<file path="config.mk">
export PLATFORM = sky130hd
export DESIGN_NAME = pic_init_sequencer
export DESIGN_NICKNAME = d
export VERILOG_FILES = /design/src/rtl/pic_8259_pkg.sv /design/src/rtl/pic_write_capture.sv /design/src/rtl/pic_init_sequencer.sv
export SDC_FILE = /design/constraint.sdc
export NUM_CORES = 1
export LEC_CHECK = 0
export CAP_MARGIN = 0
export CORE_MARGIN = 2
export CORE_UTILIZATION = 45
export DETAILED_ROUTE_END_ITERATION = 10
export GPL_TIMING_DRIVEN = 0
export HOLD_SLACK_MARGIN = 0.12
export PLACE_DENSITY_LB_ADDON = 0.2
export REMOVE_ABC_BUFFERS = 1
export SKIP_CTS_REPAIR_TIMING = 1
export SLEW_MARGIN = 20
export SYNTH_ARGS = -nofsm -noshare
export SYNTH_HDL_FRONTEND = slang
export SYNTH_SLANG_ARGS = --single-unit
</file>
<file path="constraint.sdc">
create_clock -name clk -period 2.2 [get_ports clk]
set_input_delay 0.44 -clock clk [delete_from_list [all_inputs] [get_ports clk]]
set_output_delay 0.44 -clock clk [all_outputs]
set_load 0.02 [all_outputs]
</file>
<file path="src/rtl/pic_8259_pkg.sv">
// Shared definitions for the 8259A init sequencer: FSM encoding, command bit positions, reset values.
// Latency: n/a (package only).
// Backpressure: n/a (package only).
package pic_8259_pkg;

   typedef enum logic [2:0] {
      ST_IDLE      = 3'd0,
      ST_WAIT_ICW2 = 3'd1,
      ST_WAIT_ICW3 = 3'd2,
      ST_WAIT_ICW4 = 3'd3,
      ST_READY     = 3'd4
   } pic_state_t;

   // Command byte bit positions
   localparam int ICW1_MARK_BIT = 4;  // D4=1 with A0=0 marks ICW1
   localparam int OCW3_MARK_BIT = 3;  // D3 distinguishes OCW3 (1) from OCW2 (0)
   localparam int OCW3_RIS_BIT  = 0;
   localparam int OCW3_RR_BIT   = 1;
   localparam int OCW3_P_BIT    = 2;
   localparam int OCW3_SMM_BIT  = 5;
   localparam int OCW3_ESMM_BIT = 6;

   localparam logic [7:0] IMR_RESET = 8'hFF;

   // ICW1 is recognised in every state, so the decode lives here
   function automatic logic is_icw1(input logic a0, input logic [7:0] data);
      return !a0 && data[ICW1_MARK_BIT];
   endfunction

endpackage

</file>
<file path="src/rtl/pic_write_capture.sv">
// Samples the CPU write strobes and emits a one-cycle commit on the rising edge of write_bar.
// Latency: commit is asserted in the cycle write_bar returns high; a0/data are the previous-cycle samples.
// Backpressure: none; a held-low write commits exactly once when released.
// Ports: clk, reset (sync, active-high); chip_select_bar, write_bar, A0, data_bus_in from the bus;
//        commit, cmd_a0, cmd_data to the sequencer.
module pic_write_capture (
   input  logic       clk,
   input  logic       reset,
   input  logic       chip_select_bar,
   input  logic       write_bar,
   input  logic       A0,
   input  logic [7:0] data_bus_in,
   output logic       commit,
   output logic       cmd_a0,
   output logic [7:0] cmd_data
);

   logic       cs_q;
   logic       wr_q;
   logic       a0_q;
   logic [7:0] data_q;

   // wr_q resets high so the first cycle after reset cannot look like a write release
   always_ff @(posedge clk) begin
      if (reset) begin
         cs_q   <= 1'b1;
         wr_q   <= 1'b1;
         a0_q   <= 1'b0;
         data_q <= 8'h00;
      end else begin
         cs_q   <= chip_select_bar;
         wr_q   <= write_bar;
         a0_q   <= A0;
         data_q <= data_bus_in;
      end
   end

   assign commit   = write_bar & ~wr_q & ~cs_q;
   assign cmd_a0   = a0_q;
   assign cmd_data = data_q;

endmodule

</file>
<file path="src/rtl/pic_init_sequencer.sv">
// 8259A ICW1-4 initialisation sequencer plus OCW1-3 decode and control-register file.
// Latency: registers/state update at the edge ending the commit cycle; flags pulse for one cycle after.
// Backpressure: none; every committed write is processed, unexpected writes are silently ignored.
// Ports: clk, reset (sync, active-high); bus write inputs; ICWx/OCWx one-cycle flags; init_done;
//        programmed fields (vector_base, ltim/sngl/ic4, icw3_reg, ICW4 fields, imr, ocw2_*, read_isr, smm);
//        poll_pulse.
module pic_init_sequencer
   import pic_8259_pkg::*;
(
   input  logic       clk,
   input  logic       reset,
   input  logic       chip_select_bar,
   input  logic       write_bar,
   input  logic       A0,
   input  logic [7:0] data_bus_in,
   output logic       ICW1_flag,
   output logic       ICW2_flag,
   output logic       ICW3_flag,
   output logic       ICW4_flag,
   output logic       OCW1_flag,
   output logic       OCW2_flag,
   output logic       OCW3_flag,
   output logic       init_done,
   output logic [4:0] vector_base,
   output logic       ltim,
   output logic       sngl,
   output logic       ic4,
   output logic [7:0] icw3_reg,
   output logic       upm,
   output logic       aeoi,
   output logic [1:0] buf_ms,
   output logic       sfnm,
   output logic [7:0] imr,
   output logic [2:0] ocw2_cmd,
   output logic [2:0] ocw2_level,
   output logic       read_isr,
   output logic       poll_pulse,
   output logic       smm
);

   logic       commit;
   logic       cmd_a0;
   logic [7:0] cmd_data;
   pic_state_t state;

   pic_write_capture u_capture (
      .clk             (clk),
      .reset           (reset),
      .chip_select_bar (chip_select_bar),
      .write_bar       (write_bar),
      .A0              (A0),
      .data_bus_in     (data_bus_in),
      .commit          (commit),
      .cmd_a0          (cmd_a0),
      .cmd_data        (cmd_data)
   );

   always_ff @(posedge clk) begin
      if (reset) begin
         state       <= ST_IDLE;
         ICW1_flag   <= 1'b0;
         ICW2_flag   <= 1'b0;
         ICW3_flag   <= 1'b0;
         ICW4_flag   <= 1'b0;
         OCW1_flag   <= 1'b0;
         OCW2_flag   <= 1'b0;
         OCW3_flag   <= 1'b0;
         poll_pulse  <= 1'b0;
         init_done   <= 1'b0;
         vector_base <= 5'h00;
         ltim        <= 1'b0;
         sngl        <= 1'b0;
         ic4         <= 1'b0;
         icw3_reg    <= 8'h00;
         upm         <= 1'b0;
         aeoi        <= 1'b0;
         buf_ms      <= 2'b00;
         sfnm        <= 1'b0;
         imr         <= IMR_RESET;
         ocw2_cmd    <= 3'b000;
         ocw2_level  <= 3'b000;
         read_isr    <= 1'b0;
         smm         <= 1'b0;
      end else begin
         // All flags are single-cycle pulses
         ICW1_flag  <= 1'b0;
         ICW2_flag  <= 1'b0;
         ICW3_flag  <= 1'b0;
         ICW4_flag  <= 1'b0;
         OCW1_flag  <= 1'b0;
         OCW2_flag  <= 1'b0;
         OCW3_flag  <= 1'b0;
         poll_pulse <= 1'b0;

         if (commit) begin
            if (is_icw1(cmd_a0, cmd_data)) begin
               // ICW1 restarts initialisation from any state
               ltim      <= cmd_data[3];
               sngl      <= cmd_data[1];
               ic4       <= cmd_data[0];
               imr       <= 8'h00;
               read_isr  <= 1'b0;
               smm       <= 1'b0;
               if (!cmd_data[0]) begin
                  upm    <= 1'b0;
                  aeoi   <= 1'b0;
                  buf_ms <= 2'b00;
                  sfnm   <= 1'b0;
               end
               ICW1_flag <= 1'b1;
               init_done <= 1'b0;
               state     <= ST_WAIT_ICW2;
            end else begin
               case (state)
                  ST_IDLE: begin
                     // Nothing but ICW1 is meaningful before initialisation starts
                  end
                  ST_WAIT_ICW2: begin
                     if (cmd_a0) begin
                        vector_base <= cmd_data[7:3];
                        ICW2_flag   <= 1'b1;
                        if (!sngl) begin
                           state <= ST_WAIT_ICW3;
                        end else if (ic4) begin
                           state <= ST_WAIT_ICW4;
                        end else begin
                           state     <= ST_READY;
                           init_done <= 1'b1;
                        end
                     end
                  end
                  ST_WAIT_ICW3: begin
                     if (cmd_a0) begin
                        icw3_reg  <= cmd_data;
                        ICW3_flag <= 1'b1;
                        if (ic4) begin
                           state <= ST_WAIT_ICW4;
                        end else begin
                           state     <= ST_READY;
                           init_done <= 1'b1;
                        end
                     end
                  end
                  ST_WAIT_ICW4: begin
                     if (cmd_a0) begin
                        upm       <= cmd_data[0];
                        aeoi      <= cmd_data[1];
                        buf_ms    <= cmd_data[3:2];
                        sfnm      <= cmd_data[4];
                        ICW4_flag <= 1'b1;
                        state     <= ST_READY;
                        init_done <= 1'b1;
                     end
                  end
                  ST_READY: begin
                     if (cmd_a0) begin
                        imr       <= cmd_data;
                        OCW1_flag <= 1'b1;
                     end else if (!cmd_data[OCW3_MARK_BIT]) begin
                        // D4 is known 0 here: ICW1 was decoded above
                        ocw2_cmd   <= cmd_data[7:5];
                        ocw2_level <= cmd_data[2:0];
                        OCW2_flag  <= 1'b1;
                     end else begin
                        if (cmd_data[OCW3_RR_BIT]) begin
                           read_isr <= cmd_data[OCW3_RIS_BIT];
                        end
                        if (cmd_data[OCW3_ESMM_BIT]) begin
                           smm <= cmd_data[OCW3_SMM_BIT];
                        end
                        poll_pulse <= cmd_data[OCW3_P_BIT];
                        OCW3_flag  <= 1'b1;
                     end
                  end
                  default: begin
                     state     <= ST_IDLE;
                     init_done <= 1'b0;
                  end
               endcase
            end
         end
      end
   end

endmodule

</file>
==> flow_summary.json, run 1 <==
{
  "wl_per_cell_microns": 13.6,
  "dieArea_sq_mm": 0.00552,
  "clock-sinks": 60,
  "synthArstFlopShare_pct": 0,
  "grt_max_degree": 30,
  "r2r_end": "imr[5]$_SDFFE_PP1P_",
  "synth_xor_area_share_pct": 0.393,
  "highest_layer": "met4",
  "fin_nets": 300,
  "worstPathArrival_ns": 2.34,
  "switching_share_pct": 21.4,
  "numCtsBuffers": 9,
  "synth.most_common_cell": "dfxtp_1",
  "grt_pass1_vias": 1650,
  "reg2reg_from": "u_capture.cmd_data[4]$_SDFF_PP0_",
  "dr.pass1.iters": 4,
  "setup_viol": 0,
  "r2r_cells": 4,
  "cp_top_family": "simple AND/OR/NAND/NOR gates",
  "layout_min_cycle_time_ns": 2.12,
  "endpoint_kind": "register",
  "comb_power_share_pct": 3.4,
  "htree_levels": 3,
  "antenna_cells": 0,
  "clockBufferDepth": 2,
  "die_y_microns": 74.3,
  "finClkSkew_ns": 0.00614,
  "drc": 0,
  "slew_violations": 0,
  "synth_area_sq_mm": 0.00223,
  "postRouteAntennaNets": 0,
  "grt_use_total_pct": 19.4,
  "synth-simple-area-share_pct": 24.5,
  "syn_inst": 235,
  "synth_seq_cells": 60,
  "tritoncts": "done",
  "synth_top_cells_by_count": "60 x dfxtp_1, 26 x nor2_1, 21 x nand3_1",
  "fin_hold_ws_ns": 0.455,
  "hold_violations": 0,
  "ys_types": 38,
  "yosys.area.top_type_share_pct": 54.0,
  "grt_pass1_wl_microns": 7780,
  "area_growth_pct": 37.3,
  "grt_overflow_total": 0,
  "std_cell_rows": 25,
  "met2_length_microns": 2320,
  "cts-root-buf": "clkbuf_8",
  "maxSlewHeadroom_pct": 66.2,
  "power.switching_w": 0.000482,
  "synth_compound_area_share_pct": 8.15,
  "cap_violations": 0,
  "synth-seq-area-share_pct": 54.0,
  "drtIter0Drc": 191,
  "synth_area_leaders": "dfxtp_1 54%, mux2i_1 8.5%, nand3_1 4.7%",
  "drt-met1-wl_microns": 2190,
  "yosys_warnings": 0,
  "path_clk_slew_ns": 0.06,
  "portBuffers": 58,
  "min_path_cells": 2,
  "seqPwrFrac_pct": 49.8,
  "hp-start": "ltim$_SDFFE_PP0P_",
  "wl_met3_microns": 270,
  "path_class": "input port to register",
  "vias": 1811,
  "dp_hpwl_microns": 3320,
  "synth_area_leader_cell": "dfxtp_1",
  "yosys.area_share.adder_pct": 0,
  "start_kind": "input port",
  "status": "completed",
  "synth-edff-count": 0,
  "core_area_sq_mm": 0.00475,
  "cp_max_fo": 9,
  "path_cells": "clkdlybuf4s50_1 > or3b_1 > or3_1 > mux2i_1 > nor2_1",
  "num_io_pins": 59,
  "synth-main-ff-cell": "dfxtp_1",
  "post-route-util_pct": 64.3,
  "clockPowerShare_pct": 46.8,
  "die-width_microns": 74.3,
  "tightest_slew_ns": 0.508,
  "intPower_w": 0.00177,
  "synth_top_family_by_area": "simple AND/OR/NAND/NOR gates",
  "drive_gt1_share_pct": 9.59,
  "clkLatencyLatePin_ns": 0.33,
  "p_leak_nw": 1.29,
  "slowest_stage": "or3_1",
  "hold_end": "ltim$_SDFFE_PP0P_",
  "critical-path-max-stage-delay_ns": 0.64,
  "rsz0062_at_grt": "no",
  "via_per_inst": 5.04,
  "powerDensity_mw_per_mm2": 738,
  "routed_wirelength_microns": 4900,
  "fin_crit_sh_pct": 96.2,
  "worst-path-buf-inv": 1,
  "synth_mux_area_share_pct": 8.54,
  "gp_congestion": 0.863,
  "avgSynthCellArea_sq_um": 9.47,
  "initial_core_util_pct": 46.8,
  "antenna_found_initial": 0,
  "fmax_mhz": 473,
  "r2r_slack_ns": 0.32,
  "required_ns": 2.42,
  "hold_path_class": "register to register",
  "vdd_ir_drop_max_uv": 566
}
cells by family (layout without fill, tap and decap cells):
logic type      Yosys count  in the layout
simple gates            106            106
flops                    60             60
compound gates           28             28
buf+inv                  21             78
mux                      19             19
xor+xnor                  1              1
layer usage:
layer  vias up  track usage [%]
met4         0             12.5
met5         -                0
li1        907                -
met3        10             4.74
met2        54             29.8
met1       840             24.6
cell type report:
type / instances / area (sq um)
tap: 67 / 83.8
clock inverter: 7 / 91.3
clock buffer: 9 / 124
timing repair buffer: 59 / 603
fill: 411 / 1700
multi-input combinational: 154 / 942
sequential: 60 / 1200
inverter: 3 / 11.3
worst max path at each step:
stage | depth (start not counted) | slack, ns | from | end
floorplan | 4 | 0.13 | write_bar | aeoi$_SDFFE_PP0P_
global placement | 5 | -1.16 | reset | smm$_SDFFE_PP0P_
detailed placement | 5 | -0.46 | write_bar | upm$_SDFFE_PP0P_
CTS | 5 | -0.11 | write_bar | upm$_SDFFE_PP0P_
global route | 5 | 0.0006 | write_bar | icw3_reg[7]$_SDFFE_PP0P_
finish | 5 | 0.08 | write_bar | icw3_reg[1]$_SDFFE_PP0P_
worst register-to-register path, cell delays in order, from the launching register on:
cell and delay [ns]:
dfxtp_1 0.57, nor2b_2 0.52, nand2_1 0.38, nand3_1 0.20
nand3_1 0.08
power groups by stage:
stage	registers [W]	clock network [W]	logic, W
CTS	0.00112	0.00108	0.0000757
floorplan	0.00114	0	0.0000259
finish	0.00112	0.00106	0.0000764
detailed placement	0.00115	0	0.0000754
global route	0.00112	0.00113	0.0000844
global placement	0.00114	0	0.0000699
metrics by stage:
step / setup TNS [ns] / total power [W] / setup slack, ns / instances / cell area, sq um
2_1_floorplan: 0 / 0.00116 / 0.129 / 217 / 2140
3_3_place_gp: -34.08 / 0.00121 / -1.16 / 342 / 2800
3_5_place_dp: -8.46 / 0.00122 / -0.455 / 343 / 2830
4_1_cts: -0.400 / 0.00228 / -0.112 / 359 / 3040
5_1_grt: 0 / 0.00234 / 0.000608 / 359 / 3060
6_report: 0 / 0.00225 / 0.0837 / 359 / 3060
cells in the final DEF, fill, tap and decap left out, types with 2 or more instances in the layout:
master	count
nand2_1	20
mux2i_1	19
a311oi_1	4
a21oi_1	9
or3b_2	4
nand2b_1	4
bufinv_16	2
or3_1	2
clkdlybuf4s50_1	57
o21ai_0	6
dfxtp_1	60
nor2_1	26
and3_1	2
clkinv_2	3
clkbuf_8	9
nor2b_1	10
nand3_1	21
inv_1	3
nor3_1	5
or2_2	2
No activity file was read; power rests on OpenSTA's default activity.
==> inputs of run 2 (changes only) <==
--- a/config.mk
+++ b/config.mk
@@ -6,6 +6,7 @@
 export NUM_CORES = 1
 export LEC_CHECK = 0
 export CAP_MARGIN = 0
+export CORE_ASPECT_RATIO = 0.75
 export CORE_MARGIN = 2
 export CORE_UTILIZATION = 45
 export DETAILED_ROUTE_END_ITERATION = 10
==> run 2 against run 1 <==
Compared with the run above:
- worst setup slack gained 0.093 ns
- sequential power about the same
- clock skew down 0.0018 ns
- flip-flop and latch count did not move
- core utilization fell by 1.4 points
- first-iteration DRC count is 45% lower
- non-clock buffer count unchanged
- count of clock-buffer cells in the layout grew 3
- routed wire length grew 1.2%
- global-route usage increased by 0.50 points
- largest power group unchanged
==> flow_summary.json, run 2 (synthesis results as in run 1) <==
{
  "endpoint_kind": "register",
  "initial_core_util_pct": 46.2,
  "grt_pass1_vias": 1727,
  "hold_violations": 0,
  "grt_overflow_total": 0,
  "final_cell_mix": "60 x dfxtp_1, 57 x clkdlybuf4s50_1, 26 x nor2_1",
  "r2r_end": "imr[7]$_SDFFE_PP1P_",
  "fillers": 418,
  "via_per_inst": 5.20,
  "drtIter0Drc": 106,
  "cap_violations": 0,
  "clock-sinks": 60,
  "die_y_microns": 64.9,
  "htree_levels": 3,
  "grt_pass1_wl_microns": 8310,
  "start_kind": "input port",
  "vdd_ir_drop_max_uv": 525,
  "worstPathArrival_ns": 2.24,
  "rsz0062_at_grt": "no",
  "fin_nets": 300,
  "drc": 0,
  "numCtsBuffers": 9,
  "cp_max_fo": 7,
  "antenna_found_initial": 0,
  "num_io_pins": 59,
  "clkLatencyLatePin_ns": 0.34,
  "clockBufferDepth": 2,
  "portBuffers": 58,
  "routed_wirelength_microns": 4950,
  "vias": 1821,
  "antenna_cells": 0,
  "gp_congestion": 0.719,
  "fmax_mhz": 494,
  "hp-start": "upm$_SDFFE_PP0P_",
  "slew_violations": 0,
  "tritoncts": "done",
  "fin_crit_sh_pct": 92.0,
  "finalNonFillerCells": 350,
  "postRouteAntennaNets": 0,
  "final_common_cell": "dfxtp_1",
  "r2r_cells": 4,
  "die-width_microns": 85.2,
  "dp_hpwl_microns": 3290,
  "min_path_cells": 2,
  "grt_max_degree": 31,
  "hold_path_class": "register to register",
  "reg2reg_from": "u_capture.cmd_data[4]$_SDFF_PP0_",
  "finClkSkew_ns": 0.00433,
  "layout_min_cycle_time_ns": 2.02,
  "drive_gt1_share_pct": 8.97,
  "core_area_sq_mm": 0.00482,
  "dr.pass1.iters": 4,
  "tightest_slew_ns": 0.495,
  "setup_viol": 0,
  "use_met3_pct": 10.2,
  "required_ns": 2.42,
  "powerDensity_mw_per_mm2": 713,
  "r2r_slack_ns": 0.31,
  "grt_use_total_pct": 19.9,
  "cts-root-buf": "clkbuf_8",
  "dieArea_sq_mm": 0.00553,
  "globalRouteMet1Util_pct": 25.7,
  "maxSlewHeadroom_pct": 66.9,
  "p_leak_nw": 1.28,
  "status": "completed",
  "hold_end": "upm$_SDFFE_PP0P_",
  "path_class": "input port to register",
  "gr-usage-met2_pct": 29.6,
  "fin_hold_ws_ns": 0.452,
  "wl_per_cell_microns": 14.2,
  "placed_cells": 336,
  "area_growth_pct": 36.0,
  "std_cell_rows": 22,
  "path_clk_slew_ns": 0.06,
  "post-route-util_pct": 62.9,
  "grt_busiest_layer": "met2"
}
-- run 2: per-stage QoR --
step | power (W) | setup TNS, ns | setup slack (ns) | area [sq um]
global route | 0.00225 | 0 | 0.0415 | 3030
global placement | 0.00121 | -32.68 | -1.12 | 2790
floorplan | 0.00116 | 0 | 0.129 | 2140
detailed placement | 0.00122 | -24.13 | -0.941 | 2820
finish | 0.00216 | 0 | 0.176 | 3030
CTS | 0.00219 | -9.78 | -0.574 | 3010
-- run 2: worst max path at each step --
stage | from | to | slack, ns
after floorplan | write_bar | aeoi$_SDFFE_PP0P_ | 0.13
after global placement | reset | smm$_SDFFE_PP0P_ | -1.12
after detailed placement | write_bar | aeoi$_SDFFE_PP0P_ | -0.94
after CTS | write_bar | aeoi$_SDFFE_PP0P_ | -0.57
after global routing | write_bar | ocw2_level[1]$_SDFFE_PP0P_ | 0.04
final | write_bar | vector_base[4]$_SDFFE_PP0P_ | 0.18
-- run 2: where the power goes --
part | internal, W | switching [W]
combinational | 0.0000412 | 0.0000351
sequential | 0.00110 | 0.0000225
clock | 0.000570 | 0.000391
total | 0.00171 | 0.000449
-- run 2: worst max-delay path, cell delays in order --
cell             delay [ns]
clkdlybuf4s50_1        0.49
or3b_1                 0.47
or3_1                  0.58
mux2i_1                0.21
nor2_1                 0.05
-- run 2: cell type report --
cell class / instances / area (sq um) / area share (%)
clock buffer: 12 / 155 / 5.12
clock inverter: 2 / 35.0 / 1.16
inverter: 3 / 11.3 / 0.372
multi-input combinational: 154 / 947 / 31.3
sequential: 60 / 1200 / 39.7
tap: 60 / 75.1 / 2.48
timing repair buffer: 59 / 603 / 19.9
-- run 2: layer usage --
layer / vias to the layer above / wire length (microns)
li1: 907 / -
met1: 850 / 2360
met2: 56 / 2170
met3: 8 / 351
met4: 0 / 70
met5: - / 0
==> inputs of run 3 (changes only) <==
--- a/config.mk
+++ b/config.mk
@@ -11,7 +11,7 @@
 export CORE_UTILIZATION = 45
 export DETAILED_ROUTE_END_ITERATION = 10
 export GPL_TIMING_DRIVEN = 0
-export HOLD_SLACK_MARGIN = 0.12
+export HOLD_SLACK_MARGIN = 0.1
 export PLACE_DENSITY_LB_ADDON = 0.2
 export REMOVE_ABC_BUFFERS = 1
 export SKIP_CTS_REPAIR_TIMING = 1
==> results of run 3 <==
Same layout as run 2: the final DEF is identical, and so are final timing and power.
